$ cat src/rtl/uart_alu_pkg.sv
// Shared definitions for the UART <-> ALU sequencer and its neighbours.
//   - state_t   : 3-bit state encoding of the command sequencer
//   - *_DEF     : default byte and opcode widths
//   - OP_*      : ALU opcode constants (ALU and bench use the same values)
package uart_alu_pkg;

    localparam int NB_DATA_DEF = 8;
    localparam int NB_OP_DEF   = 6;

    typedef enum logic [2:0] {
        S_WAIT_A  = 3'd0,
        S_WAIT_B  = 3'd1,
        S_WAIT_OP = 3'd2,
        S_EXEC    = 3'd3,
        S_SEND    = 3'd4,
        S_WAIT_TX = 3'd5
    } state_t;

    localparam logic [NB_OP_DEF-1:0] OP_ADD = 6'h20;
    localparam logic [NB_OP_DEF-1:0] OP_SUB = 6'h22;
    localparam logic [NB_OP_DEF-1:0] OP_AND = 6'h24;
    localparam logic [NB_OP_DEF-1:0] OP_OR  = 6'h25;
    localparam logic [NB_OP_DEF-1:0] OP_XOR = 6'h26;
    localparam logic [NB_OP_DEF-1:0] OP_NOR = 6'h27;
    localparam logic [NB_OP_DEF-1:0] OP_SRA = 6'h03;
    localparam logic [NB_OP_DEF-1:0] OP_SRL = 6'h02;

endpackage

$ cat src/rtl/uart_alu_ctrl_timeout.sv
// tick_timeout_counter: counts enabled baud ticks and flags the tick that
// brings the count to TIMEOUT_TICKS.
//   clk, i_rst   clock, async active-high reset
//   i_clear      clears the count; takes priority and suppresses expiry
//   i_en         counting allowed
//   i_tick       baud tick
//   o_expired    one-cycle pulse on the terminal tick (count then clears)
module tick_timeout_counter #(
    parameter int TIMEOUT_TICKS = 2048
) (
    input  logic clk,
    input  logic i_rst,
    input  logic i_clear,
    input  logic i_en,
    input  logic i_tick,
    output logic o_expired
);

    localparam int NB_CNT = $clog2(TIMEOUT_TICKS + 1);
    localparam logic [NB_CNT-1:0] LAST = NB_CNT'(TIMEOUT_TICKS - 1);

    logic [NB_CNT-1:0] count;
    logic              step;

    // A clear in the same cycle as the terminal tick wins, so an accepted
    // byte always beats the timeout.
    assign step      = i_en & i_tick & ~i_clear;
    assign o_expired = step & (count == LAST);

    always_ff @(posedge clk or posedge i_rst) begin
        if (i_rst) begin
            count <= '0;
        end else if (i_clear || o_expired) begin
            count <= '0;
        end else if (step) begin
            count <= count + 1'b1;
        end
    end

endmodule

$ cat src/rtl/uart_alu_ctrl.sv
// uart_alu_ctrl: collects operand A, operand B and opcode bytes from the UART
// receiver, presents them to the ALU, hands the result byte to the UART
// transmitter and waits for it to finish. Partial commands are abandoned
// after TIMEOUT_TICKS baud ticks of silence.
//   clk, i_rst        clock, async active-high reset
//   i_baud_tick       baud tick shared with the UART
//   i_rx_data/done    received byte and its one-cycle strobe
//   i_alu_result      combinational ALU output
//   i_tx_done         transmitter finished
//   o_alu_a/b/op      registered ALU operands and opcode
//   o_tx_data/start   result byte and its one-cycle start pulse
//   o_busy            high outside S_WAIT_A
//   o_timeout         partial command discarded (pulse)
//   o_overrun         byte dropped while not accepting (pulse)
module uart_alu_ctrl
    import uart_alu_pkg::*;
#(
    parameter int NB_DATA       = NB_DATA_DEF,
    parameter int NB_OP         = NB_OP_DEF,
    parameter int TIMEOUT_TICKS = 2048
) (
    input  logic               clk,
    input  logic               i_rst,
    input  logic               i_baud_tick,
    input  logic [NB_DATA-1:0] i_rx_data,
    input  logic               i_rx_done,
    input  logic [NB_DATA-1:0] i_alu_result,
    input  logic               i_tx_done,
    output logic [NB_DATA-1:0] o_alu_a,
    output logic [NB_DATA-1:0] o_alu_b,
    output logic [NB_OP-1:0]   o_alu_op,
    output logic [NB_DATA-1:0] o_tx_data,
    output logic               o_tx_start,
    output logic               o_busy,
    output logic               o_timeout,
    output logic               o_overrun
);

    state_t state;
    state_t state_next;
    logic   receiving;
    logic   accept;
    logic   expired;

    assign receiving = (state == S_WAIT_A) || (state == S_WAIT_B) || (state == S_WAIT_OP);
    assign accept    = i_rx_done & receiving;

    tick_timeout_counter #(
        .TIMEOUT_TICKS (TIMEOUT_TICKS)
    ) u_timeout (
        .clk       (clk),
        .i_rst     (i_rst),
        .i_clear   (accept | ~(state == S_WAIT_B || state == S_WAIT_OP)),
        .i_en      ((state == S_WAIT_B) || (state == S_WAIT_OP)),
        .i_tick    (i_baud_tick),
        .o_expired (expired)
    );

    always_comb begin
        state_next = state;
        case (state)
            S_WAIT_A:  if (i_rx_done) state_next = S_WAIT_B;
            S_WAIT_B:  if (i_rx_done) state_next = S_WAIT_OP;
                       else if (expired) state_next = S_WAIT_A;
            S_WAIT_OP: if (i_rx_done) state_next = S_EXEC;
                       else if (expired) state_next = S_WAIT_A;
            S_EXEC:    state_next = S_SEND;
            S_SEND:    state_next = S_WAIT_TX;
            S_WAIT_TX: if (i_tx_done) state_next = S_WAIT_A;
            default:   state_next = S_WAIT_A;
        endcase
    end

    // Status outputs are registered from the next state so they line up
    // with the state they describe without a combinational output path.
    always_ff @(posedge clk or posedge i_rst) begin
        if (i_rst) begin
            state      <= S_WAIT_A;
            o_alu_a    <= '0;
            o_alu_b    <= '0;
            o_alu_op   <= '0;
            o_tx_data  <= '0;
            o_tx_start <= 1'b0;
            o_busy     <= 1'b0;
            o_timeout  <= 1'b0;
            o_overrun  <= 1'b0;
        end else begin
            state      <= state_next;
            o_tx_start <= (state_next == S_SEND);
            o_busy     <= (state_next != S_WAIT_A);
            o_timeout  <= expired;
            o_overrun  <= i_rx_done & ~receiving;
            if (accept && state == S_WAIT_A) o_alu_a <= i_rx_data;
            if (accept && state == S_WAIT_B) o_alu_b <= i_rx_data;
            if (accept && state == S_WAIT_OP) o_alu_op <= i_rx_data[NB_OP-1:0];
            if (state == S_EXEC) o_tx_data <= i_alu_result;
        end
    end

endmodule

$ cat config.mk
export PLATFORM = sky130hd
export DESIGN_NAME = uart_alu_ctrl
export DESIGN_NICKNAME = d
export VERILOG_FILES = /design/src/rtl/uart_alu_pkg.sv /design/src/rtl/uart_alu_ctrl_timeout.sv /design/src/rtl/uart_alu_ctrl.sv
export SDC_FILE = /design/constraint.sdc
export NUM_CORES = 1
export LEC_CHECK = 0
export CAP_MARGIN = 20
export CORE_ASPECT_RATIO = 0.7
export CORE_UTILIZATION = 50
export CTS_CLUSTER_SIZE = 8
export DETAILED_ROUTE_END_ITERATION = 10
export PLACE_DENSITY = 0.82
export SYNTH_ARGS = -nofsm -noshare
export SYNTH_HDL_FRONTEND = slang
export SYNTH_SLANG_ARGS = --single-unit
$ cat constraint.sdc
create_clock -name clk -period 4.55 [get_ports clk]
set_clock_uncertainty 0.05 [all_clocks]
set_input_delay 0.455 -clock clk [delete_from_list [all_inputs] [get_ports clk]]
set_output_delay 0.455 -clock clk [all_outputs]
set_load 0.005 [all_outputs]
# == Yosys cells after proc, flatten, opt, wreduce, memory -nomap -nowiden ==
# Index checks and enable logic that the tools add are counted.
# Widths: inputs -> output; s select.
# classes
n_eq_ne,7
n_addsub,1
n_reduce_logical,10
n_mux,8
bitwise_logic,9
# op_table
op,n
$mux 12,2
$pmux 3 s6,1
$mux 3,5
$add 12x1->12 const B,1
$eq 12x11->1 const B,1
$eq 3x3->1 const B,3
$eq 3x2->1 const B,2
$and 1x1->1,5
$logic_or 1x1->1,4
$eq 3x1->1 const B,1
$logic_and 1x1->1,3
$logic_not 3->1,1
$not 1->1,3
$reduce_bool 3->1,1
$reduce_bool 2->1,1
$or 1x1->1,1
# word_totals
in_bits,21
register_bits,49
output_inout_bits,34
elab_cells,45

# == Logic depth before layout (Yosys ltp) ==
# depth
depth_word,12
depth_mapped,7
ltp_nobuf,5

# == Cells and area by module ==
# A second synthesis with hierarchy kept.
# hier_totals
hier_cells,166
area_unflattened_um2,2137.0
# by_module_without_submodules
mod,n_inst,seq_area_each_um2,cells_per_inst,area_per_inst_um2
uart_alu_ctrl,1,925.9,101,1500.2
tick_timeout_counter,1,300.3,65,636.9

# == Worst setup path after synthesis ==
# OpenSTA, ideal clock, no wires.
# synth_timing
kind,input -> register
from,input port i_rx_done
to,register o_alu_a[0]
path_slack_ps,2882
stages,3
t_arrival_ps,1492
t_required_ps,4375
setup_time_ps,125
n_path_buf,1
cell_sequence,buf_2 nor4b_4 mux2_4
# synth_between
elab_chain_len,2
# synth_rtl
element,line,source
start: declaration,uart_alu_ctrl.sv:26,"input logic i_rx_done,"
$and 1x1->1,uart_alu_ctrl.sv:46,assign accept = i_rx_done & receiving;
$logic_and 1x1->1,uart_alu_ctrl.sv:93,if (accept && state == S_WAIT_A) o_alu_a <= i_rx_data;
end signal: assignment,uart_alu_ctrl.sv:93,
end: declaration,uart_alu_ctrl.sv:29,"output logic [NB_DATA-1:0] o_alu_a,"
# Every way passes these cells.
# A chain may end at the register's enable or synchronous reset.

# == Worst setup path in the final report ==
# layout_timing
from,input port i_rx_done
to,register o_alu_a[6]
# Same word-level chain as after synthesis.

==> flow_summary.ini <==
[run_status]
status = finished clean

[die]
initial_utilization_pct = 53.4
die_w_um = 80.1
io_pins = 55
die_area_mm2 = 0.00454
coreArea_mm2 = 0.00399
row_count = 19
chipHeight_um = 56.7

[route]
dr.pass1.iters = 4
top_layer_used = met4
routedWlPerCell_um = 16.1
drc = 0
route.met2.wl_um = 2040
drt-met1-wl_um = 1970
met3_length_um = 188
num_vias = 1389
initialDrtViolationCount = 42
ant_nets = 0
routed_wl_um = 4260
viasPerCell = 5.26

[grt]
grt_usage_pct = 21.1
overflow = 0
antenna_found_initial = 0
grt_pass1_vias = 1443
grt_max_degree = 50
grt_pass1_wl_um = 7000

[clock_tree]
cts_root_buffer = clkbuf_8
ctsLongestPathBuffers = 2
numCtsBuffers = 5
clk_latency_ns = 0.30
cts_tree = built
ctsResizeCount = 0
post_cts_buffers = 0
cts_num_sinks = 49
cts_max_level = 2
path_clk_slew_ns = 0.09
holdBufCountCts = 0

[placement]
dp.cells = 257
gp_congestion = 0.792
portBuffers = 54
hpwl_um = 3140
place_area_mm2 = 0.00267

[cells_and_area]
nets = 235
fillerInstances = 294
fin_area_mm2 = 0.00277
layout-drive-gt1-share_pct = 20.3
n_antenna_cell = 0
fin_cells = 264
syn2layout_area_growth_pct = 29.5

[pwr]
p_per_area_mw_per_mm2 = 580
p_leak_uw = 0.00118
p_total_uw = 1600
ir_drop_v = 0.000462

[yosys]
mappedNetlistArea_mm2 = 0.00213
ys_seq_area_share_pct = 57.4
ys_ff_latch = 49
yosysWarnings = 0
netlist_instances = 161
syn-mean-instance-area_um2 = 13.3
synthesis.nets = 183
synth.distinct_cells = 34

[sta]
relSlewSlack_pct = 47.6
final_max_slew_viol_count = 0
fin_crit_sh_pct = 44.9
fin_crit_ns = 2.04
tightest_slew_ns = 0.782
holdWs_ns = 0.422
finalHoldViolations = 0
fin_tns_setup_ns = 0
setup_violations = 0
max_freq_mhz = 490
rsz0062_at_grt = false

[setup_path]
cp_max_fo = 10
crit_end = o_alu_a[6]
reg2reg_to = o_alu_b[7]
arrival_ns = 2.17
path_class = primary input to flip-flop
critPathLaunchType = primary input
crit_start = i_rx_done
required_ns = 4.68
reg2regPathDepth = 3
worstSetupEndpointType = flip-flop
r2r_slack_ns = 2.75
reg2reg_from = state[0]

[worst_hold_path]
hold_class = primary input to asynchronous set/reset pin

[flow_run]
maxCapViolCount = 0
[stage by stage]
stage	util [%]	worst slack (ns)
after detailed placement	66.9	2.21
after global placement	66.9	2.30
final	69.2	2.51
after floorplan	-	2.87
after global routing	69.2	2.45
after CTS	68.7	2.53
[flip-flops by register name, summed over array words and instances (netlist names)]
| register | cells |
|---|---|
| o_alu_b | 8 |
| o_busy | 1 |
| o_overrun | 1 |
| o_timeout | 1 |
| o_tx_data | 8 |
| o_tx_start | 1 |
| o_alu_op | 6 |
| state | 3 |
| u_timeout.count | 12 |
| o_alu_a | 8 |
[cells in the mapped netlist (all sizes together)]
cell type | instances | area share [%]
a21oi | 6 | 1.8
nor2 | 12 | 2.8
nor2b | 2 | 0.59
o211ai | 1 | 0.35
nand2b | 3 | 1.2
nor4b | 1 | 1.1
nand4 | 3 | 0.88
o21bai | 1 | 0.35
or3 | 3 | 0.88
dfrtp | 49 | 57
xor2 | 7 | 2.9
and3 | 4 | 1.2
and3b | 1 | 0.41
o21ai | 2 | 0.47
buf | 8 | 2.9
ha | 1 | 0.59
o41ai | 1 | 0.41
xnor2 | 3 | 1.2
and4b | 1 | 0.47
and4 | 1 | 0.41
mux2 | 30 | 17
o311ai | 1 | 0.41
or2 | 1 | 0.29
clkbuf | 2 | 0.35
nand3 | 7 | 1.6
inv | 2 | 0.35
nand2 | 8 | 1.4
[logic make-up after synthesis]
| logic type | count (synthesis) | synth area share, % |
|---|---|---|
| flops | 49 | 57.4 |
| simple gates | 47 | 13.3 |
| mux | 30 | 17.2 |
| compound gates | 12 | 3.75 |
| buf+inv | 12 | 3.58 |
| xor+xnor | 10 | 4.10 |
| fa+ha+maj | 1 | 0.586 |
[worst min path at each step]
stage | startpoint | end | slack [ns]
floorplan | o_alu_b[0] | o_alu_b[0] | 0.43
global placement | o_alu_b[7] | o_alu_b[7] | 0.42
detailed placement | o_alu_b[5] | o_alu_b[5] | 0.43
CTS | o_alu_b[5] | o_alu_b[5] | 0.45
global route | i_rst | o_alu_op[1] | 0.46
finish | i_rst | o_alu_b[5] | 0.42
[power by group]
part           switching, uW  internal, uW
clock                    133           101
sequential               110           595
combinational            217           446
[cell usage in the layout (no fill, tap or decap)]
cell,synthesis,routed
o21ai_0,2,2
mux2_2,16,16
o311ai_1,1,1
mux2_4,8,8
o21bai_1,1,1
xnor2_1,3,3
a21oi_2,2,2
a21oi_1,4,4
buf_12,0,1
dfrtp_1,49,49
clkbuf_8,0,5
clkdlybuf4s50_1,0,54
and3b_1,1,1
nand2b_1,2,2
or3_1,3,3
ha_1,1,1
inv_1,2,1
nor2_2,6,6
o41ai_1,1,1
and3_1,4,4
nand4_1,3,3
nand2b_4,1,1
nor4b_4,1,1
or2_2,1,1
inv_2,0,1
xor2_1,7,7
clkinv_2,0,1
o211ai_1,1,1
nor2_1,6,6
and4b_1,1,1
mux2_1,6,6
nor2b_1,2,2
and4_1,1,1
nand2_1,8,8
nand3_1,7,7
[worst max-delay path, cell delays in order]
cell	delay (ns)
clkdlybuf4s50_1	0.65
nor4b_4	0.71
mux2_4	0.36
[final cells by class]
type,count,area (um^2),area share [%]
clock buffer,5,68.8,2.49
clock inverter,1,5.00,0.181
inverter,2,7.51,0.271
multi-input combinational,100,832,30.1
sequential,49,1230,44.3
tap,52,65.1,2.35
timing repair buffer,55,561,20.3
[routing by layer]
layer  GRT usage [%]  vias to the layer above
met3            4.55                        4
met5               0                        -
met4            9.18                        0
met2            33.1                       38
li1                -                      654
met1            28.3                      693
Power figures use the tool's default switching activity.
